<file path="src/rtl/ev_fifo_pkg.sv">
// Shared definitions for blocks that sit around the MicroEV20 fifo2 queue.
package ev_fifo_pkg;

  localparam int unsigned FIFO2_DEPTH = 4;

  typedef enum logic [0:0] {StFill, StFull} drain_state_e;

  // Bits needed to hold a count from 0 to depth inclusive.
  function automatic int unsigned level_w(input int unsigned depth);
    return $clog2(depth + 1);
  endfunction

endpackage

</file>
<file path="src/rtl/fifo_level_tracker.sv">
// Shadow occupancy counter for fifo2, built from snooped push/pop/clear,
// with a sticky overflow flag for pushes into a full queue.
module fifo_level_tracker
  import ev_fifo_pkg::*;
#(
  parameter int unsigned DEPTH = FIFO2_DEPTH
) (
  input  logic                        clk,
  input  logic                        rst_n,
  input  logic                        push,
  input  logic                        pop,
  input  logic                        clear,
  output logic [level_w(DEPTH)-1:0]   level,
  output logic                        overflow
);

  localparam int unsigned LW = level_w(DEPTH);
  localparam logic [LW-1:0] LevelMax = LW'(DEPTH);

  logic [LW-1:0] level_q, level_d;
  logic          overflow_q, overflow_d;

  always_comb begin
    level_d    = level_q;
    overflow_d = overflow_q;
    if (clear) begin
      level_d = '0;
    end else if (push && !pop && level_q == LevelMax) begin
      // fifo2 drops the bit; keep the count saturated.
      overflow_d = 1'b1;
    end else begin
      level_d = level_q + LW'(push) - LW'(pop);
    end
  end

  always_ff @(posedge clk or negedge rst_n) begin
    if (!rst_n) begin
      level_q    <= '0;
      overflow_q <= 1'b0;
    end else begin
      level_q    <= level_d;
      overflow_q <= overflow_d;
    end
  end

  assign level    = level_q;
  assign overflow = overflow_q;

endmodule

</file>
<file path="src/rtl/fifo2_drain.sv">
// Pops fifo2 one bit at a time and assembles WORD_W bits (first bit in bit 0)
// into a word offered on a valid/ready handshake.
module fifo2_drain
  import ev_fifo_pkg::*;
#(
  parameter int unsigned WORD_W = 4,
  parameter int unsigned DEPTH  = FIFO2_DEPTH
) (
  input  logic                        clk,
  input  logic                        rst_n,
  input  logic                        fifo_push,
  input  logic                        fifo_clear,
  output logic                        fifo_pop,
  input  logic                        fifo_p,
  output logic [WORD_W-1:0]           word_data,
  output logic                        word_valid,
  input  logic                        word_ready,
  output logic                        overflow,
  output logic [level_w(DEPTH)-1:0]   level
);

  localparam int unsigned CW = level_w(WORD_W);
  localparam logic [CW-1:0] IssueMax = CW'(WORD_W);
  localparam logic [CW-1:0] GotLast  = CW'(WORD_W - 1);

  drain_state_e      state_q;
  logic [CW-1:0]     issued_q;
  logic [CW-1:0]     got_q;
  logic              cap_pending_q;
  logic [WORD_W-1:0] word_data_q;
  logic [WORD_W-1:0] shift_next;

  fifo_level_tracker #(
    .DEPTH(DEPTH)
  ) u_level (
    .clk     (clk),
    .rst_n   (rst_n),
    .push    (fifo_push),
    .pop     (fifo_pop),
    .clear   (fifo_clear),
    .level   (level),
    .overflow(overflow)
  );

  // Pop decode uses registered state only, so fifo_pop has no input-to-output path.
  assign fifo_pop   = (level != '0) && (state_q == StFill) && (issued_q < IssueMax);
  assign shift_next = WORD_W'({fifo_p, word_data_q} >> 1);

  always_ff @(posedge clk or negedge rst_n) begin
    if (!rst_n) begin
      state_q       <= StFill;
      issued_q      <= '0;
      got_q         <= '0;
      cap_pending_q <= 1'b0;
      word_data_q   <= '0;
    end else begin
      // A pop in the clear cycle still moves fifo2.P, but that bit is dropped.
      cap_pending_q <= fifo_pop && !fifo_clear;
      unique case (state_q)
        StFill: begin
          if (fifo_clear) begin
            issued_q <= '0;
            got_q    <= '0;
          end else begin
            if (fifo_pop) issued_q <= issued_q + CW'(1);
            if (cap_pending_q) begin
              word_data_q <= shift_next;
              got_q       <= got_q + CW'(1);
              if (got_q == GotLast) state_q <= StFull;
            end
          end
        end
        StFull: begin
          if (word_ready) begin
            state_q  <= StFill;
            issued_q <= '0;
            got_q    <= '0;
          end
        end
      endcase
    end
  end

  assign word_data  = word_data_q;
  assign word_valid = (state_q == StFull);

endmodule

</file>
<file path="config.mk">
export PLATFORM = sky130hd
export DESIGN_NAME = fifo2_drain
export DESIGN_NICKNAME = d
export VERILOG_FILES = /design/src/rtl/ev_fifo_pkg.sv /design/src/rtl/fifo_level_tracker.sv /design/src/rtl/fifo2_drain.sv
export SDC_FILE = /design/constraint.sdc
export NUM_CORES = 1
export LEC_CHECK = 0
export ABC_CLOCK_PERIOD_IN_PS = 2400
export CORE_UTILIZATION = 49
export DETAILED_ROUTE_END_ITERATION = 12
export PLACE_DENSITY = 0.76
export SETUP_SLACK_MARGIN = 0.5
export SLEW_MARGIN = 0
export SYNTH_ARGS = -nofsm -noshare
export SYNTH_HDL_FRONTEND = slang
export SYNTH_HIERARCHICAL = 1
export SYNTH_SLANG_ARGS = --single-unit
</file>
<file path="constraint.sdc">
create_clock -name clk -period 2.4 [get_ports clk]
set_input_delay 0.48 -clock clk [delete_from_list [all_inputs] [get_ports clk]]
set_output_delay 0.48 -clock clk [all_outputs]
set_load 0.05 [all_outputs]
</file>
==> flow_summary.ini <==
[global_routing]
overflow = 0
grt_pass1_wl_um = 3480
grt_max_degree = 17
antenna_found_initial = 0
track_usage_pct = 26.5
grt_pass1_vias = 776

[finish]
syn2layout_area_growth_pct = 54.1
nets = 128
diodes = 0
fin_cells = 130
post-route-util_pct = 82.5
most-common-layout-cells = dfrtp_1, buf_6, dlygate4sd2_1, buf_4, nand2_1
fillers = 79
drive_gt1_share_pct = 43.9

[setup_path]
required_ns = 2.57
cp.arrival_ns = 2.31
cp-end-kind = flip-flop
r2r_start = u_level/level[2]
rrSetupSlack_ns = 0.26
crit_type = reg -> reg
critPathMaxFanout = 2
rr_endpoint = u_level/level[2]
reg2regPathDepth = 11
crit_path_start_kind = flip-flop

[min_path]
holdPathEnd = u_level/overflow
hold_start = u_level/overflow
holdCritPathClass = reg -> reg
whs_path_depth = 1

[logic_synthesis]
yosysTopAreaCell = dfrtp_1
synthXorXnorAreaFrac_pct = 1.06
ys_seq_area_share_pct = 48.5
syn-num-nets = 89
synth.avg_cell_area_um2 = 10.9
synth-simple-area-share_pct = 16.4
synthAdderAreaFrac_pct = 11.5
synth_compound_area_share_pct = 12.1
syn_area_um2 = 826
yosys-top-cells-area = dfrtp_1, ha_1, mux2_2
yosysWarnings = 6
synthCells = 76
synth_top_family_by_area = simple AND/OR/NAND/NOR gates
synth.distinct_cells = 27
synth_mux_area_share_pct = 6.67
ys_seq_elements = 16
synth_top_area_share_pct = 48.5

[drt]
routed_wl_um = 2310
num_vias = 733
wl_per_cell_um = 17.8
first_pass_iters = 4
via_per_inst = 5.64
drt-initial-drc-count = 27
drtAntennaViolNets = 0
drc = 0

[clock_network]
postCtsHoldBufs = 0
cts_sinks = 16
cts-buffers-inserted = 3
cts_tree = done
clk-insertion-delay-late_ns = 0.29
path_clk_slew_ns = 0.09
cts_max_level = 1
clock_path_buffers = 2
cts-root-buf = clkbuf_4

[timing]
finalSetupViolCount = 0
finalHoldWorstSlack_ns = 0.462
hold_violations = 0
max_freq_ghz = 0.467
min_period_ns = 2.14
rsz0062_at_grt = true
finClkSkew_ns = 0.00690
slew_headroom_pct = 65.4
final_max_slew_viol_count = 0
setup_slack_ns = 0.260
finalCritPeriodShare_pct = 89.2
worstMarginPinSlew_ns = 0.521

[placed_design]
dpl.cell_count = 108
place_congestion = 0.776
preCtsSetupSlack_ns = 0.0259
hpwl_um = 1260
io_buffers = 15

[floorplan]
initial_core_util_pct = 53.6
fp.coreArea_mm2 = 0.00154
ioPinCount = 16
fp.dieW_um = 43.1
die_h_um = 43.1
fp-row-count = 14
die-area_mm2 = 0.00185

[pwr]
power_density_mw_per_mm2 = 1540
vdd_ir_drop_max_v = 0.00127
p_leak_nw = 0.610
total_power_mw = 1.96

[status]
status = finished clean

[job]
max-cap-violations = 0
==> layout make-up <==
cell class	count	area [um^2]	area share (%)
multi-input combinational	52	453	35.6
sequential	16	405	31.9
timing repair buffer	35	332	26.1
clock buffer	4	36.3	2.85
inverter	7	26.3	2.06
tap	16	20.0	1.57
==> sequential cells by signal, summed over array words and instances (netlist names) <==
name              count
u_level/level         3
cap_pending_q         1
word_valid            1
got_q                 3
issued_q              3
u_level/overflow      1
word_data             4
==> per-stage QoR <==
stage / cell area [um^2] / TNS, ns
after floorplan: 837 / -0.0152
after global placement: 1010 / 0
after detailed placement: 1010 / 0
after CTS: 1190 / 0
after global routing: 1270 / 0
final: 1270 / 0
==> cell usage after synthesis, drive strengths merged <==
master and count:
nor2b 3, inv 7, dfrtp 16, buf 1
nand2 8, and2 1, mux2i 1, nor2 3
xnor2 1, nor3 2, a21oi 2, o211ai 4
o22ai 1, o21ai 5, nor3b 1, mux2 4
or4 1, nand2b 3, or3 1, fa 1
ha 6, or2 1, a31o 1, a21o 2
==> critical path, cell delays in order (launching register included) <==
cell	delay (ns)
dfrtp_2	0.42
or3_4	0.42
nand2b_4	0.10
nor2_4	0.05
ha_4	0.22
inv_2	0.06
ha_4	0.12
inv_2	0.03
fa_2	0.35
inv_2	0.06
a31o_1	0.16
a21oi_2	0.04
==> repair_timing <==
item	CTS	global route
gates resized for setup	20	14
endpoints found under the setup margin	13	8
gates cloned	0	0
pin swaps	6	5
buffers inserted	13	5
==> routing by layer <==
layer	track usage, %	part of all wire [%]	vias up	wire (um)
li1	-	-	336	-
met1	33.2	39	360	912
met2	43.3	53	29	1230
met3	2.55	4.1	8	95
met4	17.0	3.2	0	73
met5	0	0	-	0
==> power breakdown <==
group / switching (mW) / internal (mW)
clock: 0.0851 / 0.0923
sequential: 0.0835 / 0.375
combinational: 0.672 / 0.652
total: 0.841 / 1.12
==> worst max-delay path by stage <==
stage / slack [ns] / cells after the start / end / start
2_1_floorplan: -0.009 / 11 / u_level/level[2] / u_level/level[2]
3_3_place_gp: 0.14 / 11 / u_level/level[2] / u_level/level[2]
3_5_place_dp: 0.03 / 11 / u_level/level[2] / u_level/level[2]
4_1_cts: 0.27 / 11 / u_level/level[2] / u_level/level[0]
5_1_grt: 0.21 / 11 / u_level/level[2] / u_level/level[2]
6_report: 0.26 / 11 / u_level/level[2] / u_level/level[2]
==> kinds of logic after synthesis <==
logic type,Yosys count
buffers and inverters,8
multiplexers,5
flip-flops,16
AO/OA/AOI/OAI,15
XOR/XNOR,1
adder cells (fa/ha/maj),7
AND/OR/NAND/NOR,24
Note: power is estimated with default switching activity, not from simulation.
